`config.mk`:
```
export PLATFORM = sky130hd
export DESIGN_NAME = vga_sync_monitor_flat
export DESIGN_NICKNAME = d
export VERILOG_FILES = /design/src/rtl/vga_sync_monitor_if.sv /design/src/rtl/vga_sync_monitor.sv /design/src/flat_wrapper.sv
export SDC_FILE = /design/constraint.sdc
export NUM_CORES = 1
export LEC_CHECK = 0
export CAP_MARGIN = 20
export CORE_MARGIN = 1.5
export CORE_UTILIZATION = 55
export CTS_CLUSTER_SIZE = 10
export DETAILED_ROUTE_END_ITERATION = 7
export GPL_TIMING_DRIVEN = 0
export PLACE_DENSITY_LB_ADDON = 0.15
export SKIP_LAST_GASP = 1
export SLEW_MARGIN = 20
export SYNTH_ARGS = -nofsm -noshare
export SYNTH_HDL_FRONTEND = slang
export SYNTH_SLANG_ARGS = --single-unit
```
`constraint.sdc`:
```
create_clock -name clk -period 6.3 [get_ports clk]
set_input_delay 0.63 -clock clk [delete_from_list [all_inputs] [get_ports clk]]
set_output_delay 0.63 -clock clk [all_outputs]
set_load 0.1 [all_outputs]
```
`src/rtl/vga_sync_monitor_if.sv`:
```
// Signal bundle between a VGA raster source and vga_sync_monitor.
// err_count exists only when VGA_MON_ERRCNT_EN is defined.
interface vga_sync_monitor_if;
    logic       pixel_tick;
    logic       hsync;
    logic       vsync;
    logic       err_clr;
    logic       locked;
    logic [9:0] pixel_x;
    logic [9:0] pixel_y;
    logic       video_on;
    logic       frame_start;
    logic       err_hline;
    logic       err_hpulse;
    logic       err_vframe;
    logic       err_vpulse;
`ifdef VGA_MON_ERRCNT_EN
    logic [7:0] err_count;

    modport master (
        output pixel_tick, hsync, vsync, err_clr,
        input  locked, pixel_x, pixel_y, video_on, frame_start,
        input  err_hline, err_hpulse, err_vframe, err_vpulse, err_count
    );
    modport slave (
        input  pixel_tick, hsync, vsync, err_clr,
        output locked, pixel_x, pixel_y, video_on, frame_start,
        output err_hline, err_hpulse, err_vframe, err_vpulse, err_count
    );
`else
    modport master (
        output pixel_tick, hsync, vsync, err_clr,
        input  locked, pixel_x, pixel_y, video_on, frame_start,
        input  err_hline, err_hpulse, err_vframe, err_vpulse
    );
    modport slave (
        input  pixel_tick, hsync, vsync, err_clr,
        output locked, pixel_x, pixel_y, video_on, frame_start,
        output err_hline, err_hpulse, err_vframe, err_vpulse
    );
`endif
endinterface

```
`src/rtl/vga_sync_monitor.sv`:
```
// Receive-side VGA timing checker: recovers raster position, locks, flags errors.
// Define VGA_MON_ERRCNT_EN to add the saturating err_count output.
module vga_sync_monitor #(
    parameter int HD          = 640,
    parameter int HF          = 16,
    parameter int HB          = 48,
    parameter int HR          = 96,
    parameter int VD          = 480,
    parameter int VF          = 10,
    parameter int VB          = 33,
    parameter int VR          = 2,
    parameter int LOCK_FRAMES = 2,
    parameter int SYNC_POL    = 0
) (
    input  logic              clk,
    input  logic              reset_n,
    vga_sync_monitor_if.slave bus
);
    localparam int H_TOTAL = HD + HF + HB + HR;
    localparam int V_TOTAL = VD + VF + VB + VR;

    localparam logic [10:0] H_END  = 11'(H_TOTAL - 1);
    localparam logic [10:0] H_MAX  = 11'h7FF;
    localparam logic [10:0] HR_END = 11'(HR - 1);
    localparam logic [9:0]  V_TOT  = 10'(V_TOTAL);
    localparam logic [9:0]  VR_L   = 10'(VR);
    localparam logic [9:0]  PX_END = 10'(H_TOTAL - 1);
    localparam logic [9:0]  PY_END = 10'(V_TOTAL - 1);
    localparam logic [9:0]  PX_SYN = 10'(HD + HF);
    localparam logic [9:0]  PY_SYN = 10'(VD + VF);
    localparam logic [9:0]  HD_L   = 10'(HD);
    localparam logic [9:0]  VD_L   = 10'(VD);
    localparam logic [3:0]  LOCK_L = 4'(LOCK_FRAMES);
    localparam logic        INACT  = (SYNC_POL != 0) ? 1'b0 : 1'b1;

    typedef enum logic [1:0] {SEARCH, ALIGN, LOCKED} state_t;

    function automatic logic act(input logic s);
        return (SYNC_POL != 0) ? s : ~s;
    endfunction

    state_t      state_q, state_d;
    logic        hs_q, hs_d, vs_q, vs_d;
    logic [10:0] h_cnt_q, h_cnt_d;
    logic [9:0]  v_cnt_q, v_cnt_d;
    logic [9:0]  px_q, px_d, py_q, py_d;
    logic [3:0]  good_q, good_d;
    logic        dirty_q, dirty_d;
    logic        locked_q, locked_d;
    logic        vo_q, vo_d;
    logic        fs_q, fs_d;
    logic        e_hl_q, e_hl_d, e_hp_q, e_hp_d;
    logic        e_vf_q, e_vf_d, e_vp_q, e_vp_d;
    logic        ev_hl, ev_hp, ev_vf, ev_vp, ev_lost, ev_any;
    logic        wrap;
    logic [9:0]  v_chk;
    logic        tick, h_lead, h_trail, v_lead, v_trail;

    assign tick    = bus.pixel_tick;
    assign h_lead  = tick & act(bus.hsync) & ~act(hs_q);
    assign h_trail = tick & ~act(bus.hsync) & act(hs_q);
    assign v_lead  = tick & act(bus.vsync) & ~act(vs_q);
    assign v_trail = tick & ~act(bus.vsync) & act(vs_q);

`ifdef VGA_MON_ERRCNT_EN
    logic [7:0] cnt_q, cnt_d;
`endif

    always_comb begin
        hs_d    = hs_q;
        vs_d    = vs_q;
        h_cnt_d = h_cnt_q;
        v_cnt_d = v_cnt_q;
        px_d    = px_q;
        py_d    = py_q;
        ev_hl   = 1'b0;
        ev_hp   = 1'b0;
        ev_vf   = 1'b0;
        ev_vp   = 1'b0;
        ev_lost = 1'b0;
        wrap    = 1'b0;
        v_chk   = h_lead ? v_cnt_q + 10'd1 : v_cnt_q;
        if (tick) begin
            hs_d = bus.hsync;
            vs_d = bus.vsync;
            if (h_lead) begin
                ev_hl   = (state_q != SEARCH) && (h_cnt_q != H_END);
                h_cnt_d = '0;
            end else if (h_cnt_q != H_MAX) begin
                h_cnt_d = h_cnt_q + 11'd1;
                ev_lost = (h_cnt_q == H_MAX - 11'd1);
            end
            ev_hp = h_trail && (h_cnt_q != HR_END);
            if (v_lead) begin
                ev_vf   = (v_chk != V_TOT);
                v_cnt_d = '0;
            end else if (h_lead) begin
                v_cnt_d = v_chk;
            end
            ev_vp = v_trail && (v_cnt_q != VR_L);
            if (h_lead) begin
                px_d = PX_SYN;
            end else if (px_q == PX_END) begin
                px_d = '0;
                wrap = 1'b1;
            end else begin
                px_d = px_q + 10'd1;
            end
            if (v_lead) begin
                py_d = PY_SYN;
            end else if (wrap) begin
                py_d = (py_q == PY_END) ? 10'd0 : py_q + 10'd1;
            end
        end
        ev_any  = ev_hl | ev_hp | ev_vf | ev_vp | ev_lost;
        // sticky flags: a new event beats a same-edge clear
        e_hl_d  = (e_hl_q & ~bus.err_clr) | ev_hl | ev_lost;
        e_hp_d  = (e_hp_q & ~bus.err_clr) | ev_hp;
        e_vf_d  = (e_vf_q & ~bus.err_clr) | ev_vf;
        e_vp_d  = (e_vp_q & ~bus.err_clr) | ev_vp;
        dirty_d = v_lead ? 1'b0 : (dirty_q | ev_any);

        state_d = state_q;
        good_d  = good_q;
        case (state_q)
            SEARCH: begin
                if (v_lead) begin
                    state_d = ALIGN;
                    good_d  = '0;
                end
            end
            ALIGN: begin
                if (ev_any) begin
                    good_d = '0;
                end else if (v_lead && !dirty_q) begin
                    good_d = good_q + 4'd1;
                    if (good_d >= LOCK_L) state_d = LOCKED;
                end
            end
            LOCKED: begin
                if (ev_any) state_d = SEARCH;
            end
            default: state_d = SEARCH;
        endcase
        if (ev_lost) begin
            state_d = SEARCH;
            good_d  = '0;
        end
        locked_d = (state_d == LOCKED);
        vo_d     = locked_d && (px_d < HD_L) && (py_d < VD_L);
        fs_d     = v_lead;
`ifdef VGA_MON_ERRCNT_EN
        if (ev_any) begin
            cnt_d = (cnt_q == 8'hFF) ? cnt_q : cnt_q + 8'd1;
        end else if (bus.err_clr) begin
            cnt_d = '0;
        end else begin
            cnt_d = cnt_q;
        end
`endif
    end

    always_ff @(posedge clk) begin
        if (!reset_n) begin
            state_q  <= SEARCH;
            hs_q     <= INACT;
            vs_q     <= INACT;
            h_cnt_q  <= '0;
            v_cnt_q  <= '0;
            px_q     <= '0;
            py_q     <= '0;
            good_q   <= '0;
            dirty_q  <= 1'b0;
            locked_q <= 1'b0;
            vo_q     <= 1'b0;
            fs_q     <= 1'b0;
            e_hl_q   <= 1'b0;
            e_hp_q   <= 1'b0;
            e_vf_q   <= 1'b0;
            e_vp_q   <= 1'b0;
`ifdef VGA_MON_ERRCNT_EN
            cnt_q    <= '0;
`endif
        end else begin
            state_q  <= state_d;
            hs_q     <= hs_d;
            vs_q     <= vs_d;
            h_cnt_q  <= h_cnt_d;
            v_cnt_q  <= v_cnt_d;
            px_q     <= px_d;
            py_q     <= py_d;
            good_q   <= good_d;
            dirty_q  <= dirty_d;
            locked_q <= locked_d;
            vo_q     <= vo_d;
            fs_q     <= fs_d;
            e_hl_q   <= e_hl_d;
            e_hp_q   <= e_hp_d;
            e_vf_q   <= e_vf_d;
            e_vp_q   <= e_vp_d;
`ifdef VGA_MON_ERRCNT_EN
            cnt_q    <= cnt_d;
`endif
        end
    end

    assign bus.locked      = locked_q;
    assign bus.pixel_x     = px_q;
    assign bus.pixel_y     = py_q;
    assign bus.video_on    = vo_q;
    assign bus.frame_start = fs_q;
    assign bus.err_hline   = e_hl_q;
    assign bus.err_hpulse  = e_hp_q;
    assign bus.err_vframe  = e_vf_q;
    assign bus.err_vpulse  = e_vp_q;
`ifdef VGA_MON_ERRCNT_EN
    assign bus.err_count   = cnt_q;
`endif
endmodule

```
`src/flat_wrapper.sv`:
```
// flat-port wrapper written by rule: the top's interface ports become plain ports
module vga_sync_monitor_flat 
#(
    parameter int HD          = 640,
    parameter int HF          = 16,
    parameter int HB          = 48,
    parameter int HR          = 96,
    parameter int VD          = 480,
    parameter int VF          = 10,
    parameter int VB          = 33,
    parameter int VR          = 2,
    parameter int LOCK_FRAMES = 2,
    parameter int SYNC_POL    = 0
)
  (clk, reset_n, bus_pixel_tick, bus_hsync, bus_vsync, bus_err_clr, bus_locked, bus_pixel_x, bus_pixel_y, bus_video_on, bus_frame_start, bus_err_hline, bus_err_hpulse, bus_err_vframe, bus_err_vpulse);
  vga_sync_monitor_if bus_i ();
  input  logic clk;
  input  logic reset_n;
  input wire logic [$bits(bus_i.pixel_tick)-1:0] bus_pixel_tick;
  input wire logic [$bits(bus_i.hsync)-1:0] bus_hsync;
  input wire logic [$bits(bus_i.vsync)-1:0] bus_vsync;
  input wire logic [$bits(bus_i.err_clr)-1:0] bus_err_clr;
  output wire logic [$bits(bus_i.locked)-1:0] bus_locked;
  output wire logic [$bits(bus_i.pixel_x)-1:0] bus_pixel_x;
  output wire logic [$bits(bus_i.pixel_y)-1:0] bus_pixel_y;
  output wire logic [$bits(bus_i.video_on)-1:0] bus_video_on;
  output wire logic [$bits(bus_i.frame_start)-1:0] bus_frame_start;
  output wire logic [$bits(bus_i.err_hline)-1:0] bus_err_hline;
  output wire logic [$bits(bus_i.err_hpulse)-1:0] bus_err_hpulse;
  output wire logic [$bits(bus_i.err_vframe)-1:0] bus_err_vframe;
  output wire logic [$bits(bus_i.err_vpulse)-1:0] bus_err_vpulse;
  assign bus_i.pixel_tick = bus_pixel_tick;
  assign bus_i.hsync = bus_hsync;
  assign bus_i.vsync = bus_vsync;
  assign bus_i.err_clr = bus_err_clr;
  assign bus_locked = bus_i.locked;
  assign bus_pixel_x = bus_i.pixel_x;
  assign bus_pixel_y = bus_i.pixel_y;
  assign bus_video_on = bus_i.video_on;
  assign bus_frame_start = bus_i.frame_start;
  assign bus_err_hline = bus_i.err_hline;
  assign bus_err_hpulse = bus_i.err_hpulse;
  assign bus_err_vframe = bus_i.err_vframe;
  assign bus_err_vpulse = bus_i.err_vpulse;
  vga_sync_monitor #(.HD(HD), .HF(HF), .HB(HB), .HR(HR), .VD(VD), .VF(VF), .VB(VB), .VR(VR), .LOCK_FRAMES(LOCK_FRAMES), .SYNC_POL(SYNC_POL)) u_core (.clk(clk), .reset_n(reset_n), .bus(bus_i));
endmodule
```
==> run metrics <==
H-tree levels 3; worst hold path class reg -> reg; drt drc 0; dpl hpwl 5240 microns; All-Layer GR Usage around 25%; crit path time final 3.14 ns; ANT nets after route 0; initial core utilization 57.1%; commonest non-fill, non-tap cell in the layout dfxtp_1; Total Neg Setup Slack 0 ns; final setup margin 3.16 ns; CTS max path bufs 2; Core ar. 0.00554 sq mm; row count 27; CP Capture Type flop; Seq/Total Area, Yosys 36.1%; CTS Hold Bufs 0; Setup Crit Path Kind in -> reg; most frequent cells in the layout 57 x dfxtp_1, 49 x nor2_1, 38 x nand2_1, 30 x clkdlybuf4s50_1, 19 x xor2_1; Hold Crit Depth 2; Skew-Pair Late Insertion Delay 0.34 ns; Internal 601 uW; via count 2932; worst reg2reg endpoint u_core.bus.video_on$_SDFF_PN0_; Seq cells post-synth 57; CP arrival roughly 3.4 ns; worst vdd ir 0.000156 V; post-cts repair resize count 0; Warnings, synthesis 0; DR vias/cell 5.74; Synth top area share between 30 and 40%; Total Power 833 uW; CTS Sinks 57; # fillers between 400 and 500; RSZ-0062 raised after global routing false; Placer Congestion 0.879; outcome finished clean; number of port buffers 30; nets@finish between 400 and 500; worst reg-to-reg path cell count 8; count of final setup violators 0; Startpoint Class primary input; crit-path max cell delay 0.54 ns; buffer and inverter count on the worst path 1; diode count 0; Sequential Power Share 45.8%; slew margin rel. 34.6%; Post-synth EDFFs 0; HP Start u_core.dirty_q$_SDFF_PP0_; max-slew violation count 0; switch share 27.8%; initial antenna violation count 0; Starting DRT DRC Count between 150 and 200; Slowest-stage cell, CP nor4_2; Lkg Pwr 1.30 nW; largest net degree at the start of global routing 11; period utilization 49.8%; worst reg2reg startpoint u_core.v_cnt_q[1]$_SDFFE_PN0P_; leading area contributor after synthesis dfxtp_1; Slew @ Worst Pin ~0.98 ns; Post-Syn Nets 409; Critical Path RT 6.59 ns; post-synthesis cell count 394; Worst Hold Path EP u_core.dirty_q$_SDFF_PP0_; Worst Path Max Fanout 8; Die Ht 78.9 microns; share of post-route cells with drive strength above 1 around 5.7%; Async SR Flop Fraction 0%; clk root buf clkbuf_8; Total Wirelength 7260 microns; synthesized area approximately 0.0032 sq mm; Ports 33; clk slew on worst S/H paths 0.06 ns; full die area 0.00622 sq mm; GR Overflow Total 0; fmax 318 MHz; wire per inst about 14 microns; worst hold slack 0.491 ns; DIE WIDTH a little under 80 microns; reported max-cap violation count 0; Yosys cell types 55; Avg Inst Size Synth approximately 8.0 sq um; top post-synthesis cells by area dfxtp_1 36%, nor2_1 5.8%, xor2_1 5.3%; DRT Pass-1 Iters 5; final hold violation count 0; Gate power share 13.0%; Setup Buffers After CTS 0; number of global-route vias before repair 2687; PD cells 222 mW/mm^2; most used flip-flop cell after synthesis dfxtp_1; Post-Place Setup Slack 2.85 ns; Worst R2R Setup Slack 3.45 ns; CTS tree yes; CP cell instances clkdlybuf4s50_1 > nand3b_1 > nor4_2 > mux2i_1 > nand4b_1 > a21oi_2 > and3_1 > and4b_1; NetSw 232 uW; part of the power in the clock network 41.2%; Worst Clk Skew 0.00620 ns; Worst path top cell family by delay simple AND/OR/NAND/NOR gates; first-pass GRT wire length 11900 microns; Num CTS Buffers 9; synthesis-to-finish area growth 18.5%
[metrics by stage]
step,cells,util (%),area [sq um]
after floorplan,394,-,3160
after global placement,496,64.2,3550
after detailed placement,496,64.2,3550
after CTS,511,67.7,3750
after global routing,511,67.7,3750
final,511,67.7,3750
[registers in the layout, indices dropped and copies added (netlist names)]
| register | count |
|---|---|
| u_core.h_cnt_q | 11 |
| u_core.v_cnt_q | 10 |
| u_core.bus.locked | 1 |
| u_core.bus.err_vframe | 1 |
| u_core.bus.pixel_x | 10 |
| u_core.bus.err_hline | 1 |
| u_core.state_q | 2 |
| u_core.bus.pixel_y | 10 |
| u_core.good_q | 4 |
| u_core.dirty_q | 1 |
| u_core.bus.err_hpulse | 1 |
| u_core.vs_q | 1 |
| u_core.bus.video_on | 1 |
| u_core.hs_q | 1 |
| u_core.bus.frame_start | 1 |
| u_core.bus.err_vpulse | 1 |
[power groups by stage]
stage	logic, mW	registers [mW]	clock network [mW]
global placement	0.106	0.389	0
global route	0.116	0.383	0.365
CTS	0.108	0.381	0.349
finish	0.108	0.382	0.344
floorplan	0.0422	0.426	0
detailed placement	0.107	0.389	0
[routing by layer]
layer	GRT usage [%]	part of all wire, %
met1	29.4	45
met2	40.6	48
met4	11.2	1.4
met3	8.05	5.9
met5	0	0
[final cells by class]
class | instances | area [sq um] | area share (%)
Buffer | 16 | 76.3 | 2.04
Clock buffer | 12 | 155 | 4.14
Clock inverter | 3 | 40.0 | 1.07
Inverter | 13 | 48.8 | 1.30
Multi-Input combinational cell | 308 | 1900 | 50.6
Sequential cell | 57 | 1140 | 30.4
Tap cell | 72 | 90.1 | 2.40
Timing Repair Buffer | 30 | 300 | 8.01
[cell usage after synthesis, types with 5 or more instances]
| cell | instances |
|---|---|
| o21ai_0 | 18 |
| xor2_1 | 19 |
| nor4_1 | 5 |
| nand4_1 | 14 |
| nand3_1 | 16 |
| nor3_1 | 10 |
| inv_1 | 12 |
| nand2b_1 | 9 |
| nor3b_1 | 5 |
| dfxtp_1 | 57 |
| ha_1 | 9 |
| a21boi_0 | 7 |
| nor2b_1 | 11 |
| nor2_1 | 49 |
| nand2_1 | 38 |
| and2_1 | 10 |
| clkbuf_1 | 12 |
| xnor2_1 | 8 |
| a21oi_1 | 17 |
[worst register-to-register path: cells and delay by family (launching register included)]
kind | cells | cell delay [ns]
AOI/OAI and AO/OA | 2 | 0.56
adders and majority gates | 1 | 0.31
DFF | 1 | 0.45
and+or+nand+nor | 5 | 1.47
[kinds of logic after synthesis]
family          count (synthesis)  synth area share (%)
fa+ha+maj                       9                  3.56
buf+inv                        29                  3.95
simple gates                  203                  34.6
xor+xnor                       27                  7.47
compound gates                 67                  13.7
mux                             2                 0.633
flops                          57                  36.1
[how the worst max path moves through the flow]
stage,cells after the start,to,slack (ns),startpoint
6_report,8,u_core.bus.video_on$_SDFF_PN0_,3.16,bus_hsync
5_1_grt,8,u_core.bus.video_on$_SDFF_PN0_,3.01,bus_hsync
4_1_cts,8,u_core.bus.video_on$_SDFF_PN0_,3.19,bus_hsync
3_5_place_dp,8,u_core.bus.video_on$_SDFF_PN0_,2.85,bus_hsync
3_3_place_gp,8,u_core.bus.video_on$_SDFF_PN0_,2.84,bus_hsync
2_1_floorplan,8,u_core.bus.video_on$_SDFF_PN0_,3.13,u_core.bus.pixel_x[0]$_SDFFE_PN0P_
Power figures use the tool's default switching activity.
